File: config.mk
export PLATFORM = sky130hd
export DESIGN_NAME = seg_scan_display
export DESIGN_NICKNAME = d
export VERILOG_FILES = /design/src/rtl/seg_scan_display.sv
export SDC_FILE = /design/constraint.sdc
export NUM_CORES = 1
export LEC_CHECK = 0
export ABC_AREA = 1
export CORE_ASPECT_RATIO = 0.7
export CORE_UTILIZATION = 51
export CTS_BUF_LIST = sky130_fd_sc_hd__clkbuf_4 sky130_fd_sc_hd__clkbuf_8 sky130_fd_sc_hd__clkbuf_16
export CTS_CLUSTER_SIZE = 30
export DETAILED_ROUTE_END_ITERATION = 12
export HOLD_SLACK_MARGIN = 0.06
export PLACE_DENSITY = 0.77
export RECOVER_POWER = 25
export SETUP_SLACK_MARGIN = 0.1
export SLEW_MARGIN = 20
export SYNTH_ARGS = -nofsm -noshare
export SYNTH_HDL_FRONTEND = slang
export SYNTH_SLANG_ARGS = --single-unit
File: constraint.sdc
create_clock -name sys_clk50m -period 2 [get_ports sys_clk50m]
set_input_delay 0.2 -clock sys_clk50m [delete_from_list [all_inputs] [get_ports sys_clk50m]]
set_output_delay 0.2 -clock sys_clk50m [all_outputs]
set_load 0.1 [all_outputs]
File: src/rtl/seg_scan_display.sv
// Four-digit multiplexed common-anode seven-segment scanner. The BCD word is
// latched once per scan frame; each digit slot opens with an all-off guard.
module seg_scan_display #(
  parameter int SCAN_CYC  = 50000,
  parameter int GUARD_CYC = 500,
  parameter int DP_POS    = 4,
  parameter int LZB_EN    = 1
) (
  input  logic        sys_clk50m,
  input  logic        sys_rst,
  input  logic [15:0] data,
  output logic [3:0]  sel,
  output logic [7:0]  seg,
  output logic        frame_tick
);

  localparam int            CW        = (SCAN_CYC > 1) ? $clog2(SCAN_CYC) : 1;
  localparam logic [CW-1:0] CNT_LAST  = CW'(SCAN_CYC - 1);
  localparam logic [CW-1:0] CNT_GUARD = CW'(GUARD_CYC);

  logic [CW-1:0] r_cnt;
  logic [1:0]    r_idx;
  logic [15:0]   r_snap;
  logic [3:0]    r_sel;
  logic [7:0]    r_seg;
  logic          r_frame_tick;

  logic          w_wrap;
  logic          w_active;
  logic          w_blank;
  logic          w_dp;
  logic [3:0]    w_digit;
  logic [3:0]    w_sel;
  logic [7:0]    w_seg;

  function automatic logic [7:0] seg_decode(input logic [3:0] v);
    logic [7:0] s;
    case (v)
      4'd0:    s = 8'hC0;
      4'd1:    s = 8'hF9;
      4'd2:    s = 8'hA4;
      4'd3:    s = 8'hB0;
      4'd4:    s = 8'h99;
      4'd5:    s = 8'h92;
      4'd6:    s = 8'h82;
      4'd7:    s = 8'hF8;
      4'd8:    s = 8'h80;
      4'd9:    s = 8'h90;
      default: s = 8'hBF;
    endcase
    return s;
  endfunction

  // True when digit k and every digit above it are zero (codes > 9 count as nonzero).
  function automatic logic upper_zero(input logic [15:0] s, input logic [1:0] k);
    return ((s >> {k, 2'b00}) == 16'h0000);
  endfunction

  assign w_wrap   = (r_cnt == CNT_LAST);
  assign w_active = (r_cnt >= CNT_GUARD);
  assign w_digit  = r_snap[{r_idx, 2'b00} +: 4];
  assign w_dp     = (int'(r_idx) == DP_POS);
  assign w_blank  = (LZB_EN == 1) && (r_idx != 2'd0) &&
                    ((DP_POS > 3) || (int'(r_idx) > DP_POS)) &&
                    upper_zero(r_snap, r_idx);

  // Next-cycle digit enable and segment pattern for the current slot phase.
  always_comb begin
    w_sel = 4'hF;
    w_seg = 8'hFF;
    if (w_active) begin
      w_sel = ~(4'b0001 << r_idx);
      if (w_blank) begin
        w_seg = 8'hFF;
      end else begin
        w_seg = seg_decode(w_digit);
        if (w_dp) begin
          w_seg[7] = 1'b0;
        end else begin
          w_seg[7] = w_seg[7];
        end
      end
    end else begin
      w_sel = 4'hF;
      w_seg = 8'hFF;
    end
  end

  // Slot counter, digit index and once-per-frame snapshot of the BCD word.
  always_ff @(posedge sys_clk50m or negedge sys_rst) begin
    if (!sys_rst) begin
      r_cnt        <= '0;
      r_idx        <= 2'd0;
      r_snap       <= 16'h0000;
      r_frame_tick <= 1'b0;
    end else begin
      r_frame_tick <= w_wrap && (r_idx == 2'd3);
      if (w_wrap) begin
        r_cnt <= '0;
        r_idx <= r_idx + 2'd1;
        if (r_idx == 2'd3) begin
          r_snap <= data;
        end else begin
          r_snap <= r_snap;
        end
      end else begin
        r_cnt <= r_cnt + CW'(1);
      end
    end
  end

  // Registered display drive.
  always_ff @(posedge sys_clk50m or negedge sys_rst) begin
    if (!sys_rst) begin
      r_sel <= 4'hF;
      r_seg <= 8'hFF;
    end else begin
      r_sel <= w_sel;
      r_seg <= w_seg;
    end
  end

  assign sel        = r_sel;
  assign seg        = r_seg;
  assign frame_tick = r_frame_tick;

endmodule

==> flow_summary.yaml, run 1 <==
grt:
  grt_overflow_total: 0
  grt.total_usage_pct: 21.4
  antenna_found_initial: 0
  grt_pass1_vias: 1770
  grt_pass1_wl_mm: 8.38
  grt_max_degree: 47
setup_path:
  slowest_stage: "dfrtp_1"
  cp.arrival_ps: 2010
  path_cells: "inv_1 > nand3_1 > nand2_2 > ha_1 > inv_1 > nor2_1 > nand3_1 > nor3_2 > nand2_2 > nand3_1"
  crit_cells: 10
  critPathCaptureType: "register"
  path_class: "reg2reg"
  cp_top_family: "simple AND/OR/NAND/NOR gates"
  critPathMaxFanout: 8
  rr_worst_depth: 10
  cp_common_cell: "nand3_1"
  slowest_delay_ps: 380
  cp-start-kind: "register"
  cp.required_ps: 2240
  path_buf_inv: 2
floorplanning:
  core_area_um2: 4500
  start_util_pct: 55.0
  die_w_um: 85.3
  io_pins: 31
  num_rows: 20
  die_area_um2: 5150
  die_y_um: 60.3
finish:
  fin_nets: 384
  drive_above_1_share_pct: 16.9
  multi_input_area_um2: 1140
  fill_cells: 404
  antenna-diode-count: 0
  seq_area_um2: 1170
  area.growth.synth_to_final_pct: 19.7
clocking:
  cts_root_buf: "clkbuf_8"
  htree_levels: 2
  cts_made_buffers: 5
  path_clk_slew_ps: 80
  cts_sinks: 46
  cts_tree: "built"
  clk_latency_ps: 300
  cts_buffer_depth: 2
drt:
  ant_nets: 0
  drt_iter0_markers: 116
  maxUsedRoutingLayer: "met4"
  via_per_inst: 4.95
  wl_met1_mm: 2.64
  met3_wirelength_um: 351
  vias: 2034
  drt_wl_total_mm: 5.02
  wl_per_cell_um: 12.2
  dr_wl_met2_mm: 1.99
  drt_first_pass_iters: 4
  drc: 0
synth:
  yosys_warnings: 0
  synthTopCellsByCount: "nand2_1, dfrtp_1, inv_1"
  yosysTopAreaCellShare_pct: 35.3
  syn_nets: 343
  synth_area_leaders: "dfrtp_1, nand2_1, dfstp_2"
  syn_inst: 314
  ys_ff_latch: 46
  yosysMostFrequentCell: "nand2_1"
  async_flop_share_pct: 100
  synth_edf_count: 0
  syn_area_um2: 2480
  synth_cell_types: 29
  netlist.top_cell.by_area: "dfrtp_1"
  ys_seq_area_share_pct: 47.0
  avgSynthCellArea_um2: 7.89
  synth_flop_cell: "dfrtp_1"
status:
  outcome: "finished, final reports clean"
timing:
  tightestPinTransition_ps: 1080
  finClkSkew_ps: 4.77
  slew_viol_final: 0
  final.period_utilization_pct: 88.6
  final_hold_viol_count: 0
  tns_ps: 0
  rsz0062_at_grt: "yes"
  relSlewSlack_pct: 27.9
  setup_viol: 0
  fin_crit_ps: 1770
  max_freq_ghz: 0.564
  timing.hold.ws_ps: 426
power:
  powerDensity_nw_per_um2: 567
  p_leak_uw: 0.00142
  vdd_ir_drop_max_uv: 341
worst_hold_path:
  min_path_type: "in2reg"
  whs_path_depth: 3
placed_design:
  hpwl_mm: 3.65
  portBuffers: 29
  finalWeightedCongestion: 0.886
job:
  cap_violations: 0
-- registers in the layout, indices dropped and copies added, names as in the netlist --
signal      flops
seg             7
r_idx           2
frame_tick      1
sel             4
r_snap         16
r_cnt          16
-- worst min-delay path, delay by kind of cell --
kind | cells | cell delay (ps)
buffers and inverters | 1 | 390
AND/OR/NAND/NOR | 2 | 100
-- area by class of cell --
type / count / share of cell area, %
clock inverters: 2 / 1.27
flip-flops and latches: 46 / 39.3
inverters: 36 / 4.72
multi-input cells: 226 / 38.4
repair inverters: 1 / 0.169
clock buffers: 6 / 2.57
well taps: 55 / 2.32
repair buffers: 39 / 11.3
-- layout by cell type, fill, tap and decap left out --
master	count
dfstp_2	11
nand3_4	1
dfrtp_2	1
buf_6	1
o21ai_0	6
clkbuf_8	5
dfrtp_1	34
bufinv_16	1
nand3_1	32
clkinv_2	1
buf_4	19
clkbuf_2	1
nand2_1	106
nand3b_1	2
clkinvlp_4	2
o21ai_1	1
nand3_2	1
inv_1	32
xor2_1	9
nor2_2	1
nand4_1	4
buf_2	1
clkbuf_4	1
conb_1	1
clkinvlp_2	1
dlygate4sd3_1	1
nor3_1	6
xnor2_1	1
a21oi_1	2
nor2_4	2
ha_1	11
nor4_1	1
inv_2	2
nor2_1	31
clkdlybuf4s50_1	16
nor3_2	2
nand2_2	6
-- timing repair --
| action | 4_1_cts | 5_1_grt |
|---|---|---|
| resized for setup | 0 | 7 |
| hold buffers | 1 | 0 |
| endpoints found under the setup margin | 0 | 7 |
| setup buffers | 0 | 4 |
| hold endpoints to repair | 35 | 0 |
-- worst paths after layout --
| kind | from | endpoint | slack, ps |
|---|---|---|---|
| max in group asynchronous | sys_rst | r_idx[0] | 560 |
| worst min-delay path | data[6] | r_snap[6] | 430 |
| worst max-delay path | r_idx[1] | seg[3] | 230 |
| worst max register to register | r_idx[1] | seg[3] | 230 |
| worst min register to register | r_snap[3] | r_snap[3] | 500 |
| min in group asynchronous | sys_rst | r_cnt[13] | 710 |
-- power breakdown --
group,total (uW),switching (uW),internal [uW]
combinational,58.2,28.9,29.4
clock,694,308,386
sequential,930,0,930
total,1680,336,1350
-- metrics by stage --
step | cell area, um^2 | util, % | power [uW] | worst slack, ps | cells
3_3_place_gp | 2790 | 61.9 | 1010 | 264 | 397
6_report | 2970 | 65.9 | 1680 | 228 | 411
3_5_place_dp | 2790 | 61.9 | 1010 | 157 | 397
5_1_grt | 2970 | 65.9 | 1740 | 63.9 | 411
2_1_floorplan | 2480 | - | 958 | 376 | 314
4_1_cts | 2910 | 64.7 | 1700 | 116 | 406
-- routing by layer --
layer	vias up	track usage, %
li1	1056	-
met1	898	32.8
met2	74	30.3
met3	6	4.56
met4	0	6.67
met5	-	0
-- logic make-up after synthesis --
family                     Yosys count  synth area share (%)
and+or+nand+nor                    195                  34.4
DFF                                 46                  47.0
buffers and inverters               42                  7.57
adders and majority gates           11                  5.55
xor gates and xnor gates            10                  3.53
AOI/OAI and AO/OA                    9                  1.82
other                                1                 0.151
Power figures use the tool's default switching activity.
==> run 2: changes to the inputs <==
==> constraint.sdc (replaced) <==
create_clock -name sys_clk50m -period 1.75 [get_ports sys_clk50m]
set_input_delay 0.175 -clock sys_clk50m [delete_from_list [all_inputs] [get_ports sys_clk50m]]
set_output_delay 0.175 -clock sys_clk50m [all_outputs]
set_load 0.1 [all_outputs]
==> flow_summary.yaml, run 2 (synthesis gave the netlist of run 1 again) <==
status:
  outcome: "complete, but fails checks"
  failed_checks: "setup timing"
clocking:
  clk_latency_ps: 300
  cts_buffer_depth: 2
  cts_root_buf: "clkbuf_8"
  path_clk_slew_ps: 90
  cts_sinks: 46
  cts_made_buffers: 5
  htree_levels: 2
  cts_tree: "built"
setup_path:
  cp.required_ps: 1990
  cp-start-kind: "register"
  critPathCaptureType: "register"
  slowest_stage: "dfrtp_1"
  path_class: "reg2reg"
  critPathMaxFanout: 8
  path_cells: "inv_4 > nand2_2 > nand3_2 > nand2_2 > ha_4 > inv_2 > nor2_2 > nand3_2 > nor3_4 > nand2_4 > nand3b_1"
  path_buf_inv: 2
  slowest_delay_ps: 470
  cp_top_family: "simple AND/OR/NAND/NOR gates"
  cp.arrival_ps: 2070
drt:
  vias: 2345
  drt_iter0_markers: 212
  drt_wl_total_mm: 6.56
  via_per_inst: 5.53
  ant_nets: 0
  drc: 0
  wl_per_cell_um: 15.5
  drt_first_pass_iters: 5
floorplanning:
  core_area_um2: 4500
  die_area_um2: 5150
  die_w_um: 85.3
  num_rows: 20
  start_util_pct: 55.0
  die_y_um: 60.3
  io_pins: 31
placed_design:
  hpwl_mm: 3.67
  placed_area_um2: 2970
  placed_cells: 403
  finalWeightedCongestion: 0.938
  portBuffers: 29
timing:
  tightestPinTransition_ps: 1090
  rsz0062_at_grt: "yes"
  worst_slack_ps: -80.8
  fin_crit_ps: 1830
  relSlewSlack_pct: 27.4
  setup_viol: 7
  max_freq_ghz: 0.546
  final.period_utilization_pct: 105
  final_hold_viol_count: 0
  slew_viol_final: 0
  finClkSkew_ps: 7.41
finish:
  drive_above_1_share_pct: 35.0
  fin_nets: 397
  fill_cells: 286
  final_util_pct: 78.0
  layout_common_cells: "nand2_1, dfrtp_1, nor2_1"
  fin_area_um2: 3510
  layout_commonest_cell: "nand2_1"
  final_cells: 424
  area.growth.synth_to_final_pct: 41.8
  antenna-diode-count: 0
grt:
  grt_pass1_vias: 1949
  grt_pass1_wl_mm: 9.09
  grt_max_degree: 47
  grt.total_usage_pct: 23.2
  grt_overflow_total: 0
  antenna_found_initial: 0
job:
  cap_violations: 0
worst_hold_path:
  min_path_type: "in2reg"
power:
  powerDensity_nw_per_um2: 517
  vdd_ir_drop_max_uv: 396
  p_leak_uw: 0.00160
## run 2: cell types whose count changed in the layout (fill, tap and decap cells not counted), moves of 11 or more
cell     delta
nand3_2    +12
nand2_2    +18
nand3_1    -16
buf_12     +11
nand2_1    -31
nand2_4    +13
## run 2: worst min-delay path, cell delays in order
cell and delay, ps:
clkdlybuf4s50_1 390, nand2_1 60, nand2_1 40
## run 2: routing by layer
layer | up-vias | track usage, % | share of wire (%)
met5 | - | 0 | 0
met1 | 1125 | 34.1 | 43
li1 | 1080 | - | -
met2 | 119 | 34.0 | 47
met3 | 21 | 5.39 | 6.8
met4 | 0 | 8.33 | 2.7
## run 2: what timing repair did
action,CTS,global route
hold endpoints to repair,35,0
resized for setup,32,59
cloned,0,1
hold buffers,1,0
endpoints found under the setup margin,7,31
setup buffers,8,4
pin swaps,16,28
## run 2: cell type report
cell class,count,area [um^2],area share (%)
clock buffer,6,82.6,2.35
clock inverter,2,12.5,0.356
inverter,36,145,4.13
multi-input combinational,226,1440,40.8
sequential,46,1160,33.1
tap,55,68.8,1.96
timing repair buffer,53,606,17.2
## run 2: worst paths after layout
| path | slack (ps) | from | cells after the start | endpoint |
|---|---|---|---|---|
| worst max register to register | -80 | r_idx[0] | 11 | seg[2] |
| min in group asynchronous | 680 | sys_rst | 3 | r_cnt[13] |
| worst max-delay path | -80 | r_idx[0] | 11 | seg[2] |
| worst min register to register | 530 | r_snap[2] | 2 | r_snap[2] |
| max in group asynchronous | 410 | sys_rst | 3 | r_snap[15] |
| worst min-delay path | 400 | data[3] | 3 | r_snap[3] |
## run 2: through the flow
| stage | total power, uW | hold WS (ps) | TNS (ps) | worst slack [ps] |
|---|---|---|---|---|
| 5_1_grt | 1870 | 411 | -881 | -143 |
| 6_report | 1820 | 397 | -444 | -80.8 |
| 2_1_floorplan | 1090 | -121 | 0 | 126 |
| 3_3_place_gp | 1150 | 291 | 0 | 67.9 |
| 4_1_cts | 1820 | 396 | 0 | 74.3 |
| 3_5_place_dp | 1150 | 288 | -118 | -44.2 |
## run 2: report_power, final
group | total, uW | switching [uW] | internal [uW]
logic | 67.0 | 33.4 | 33.6
registers | 1060 | 0 | 1060
clock network | 685 | 367 | 318
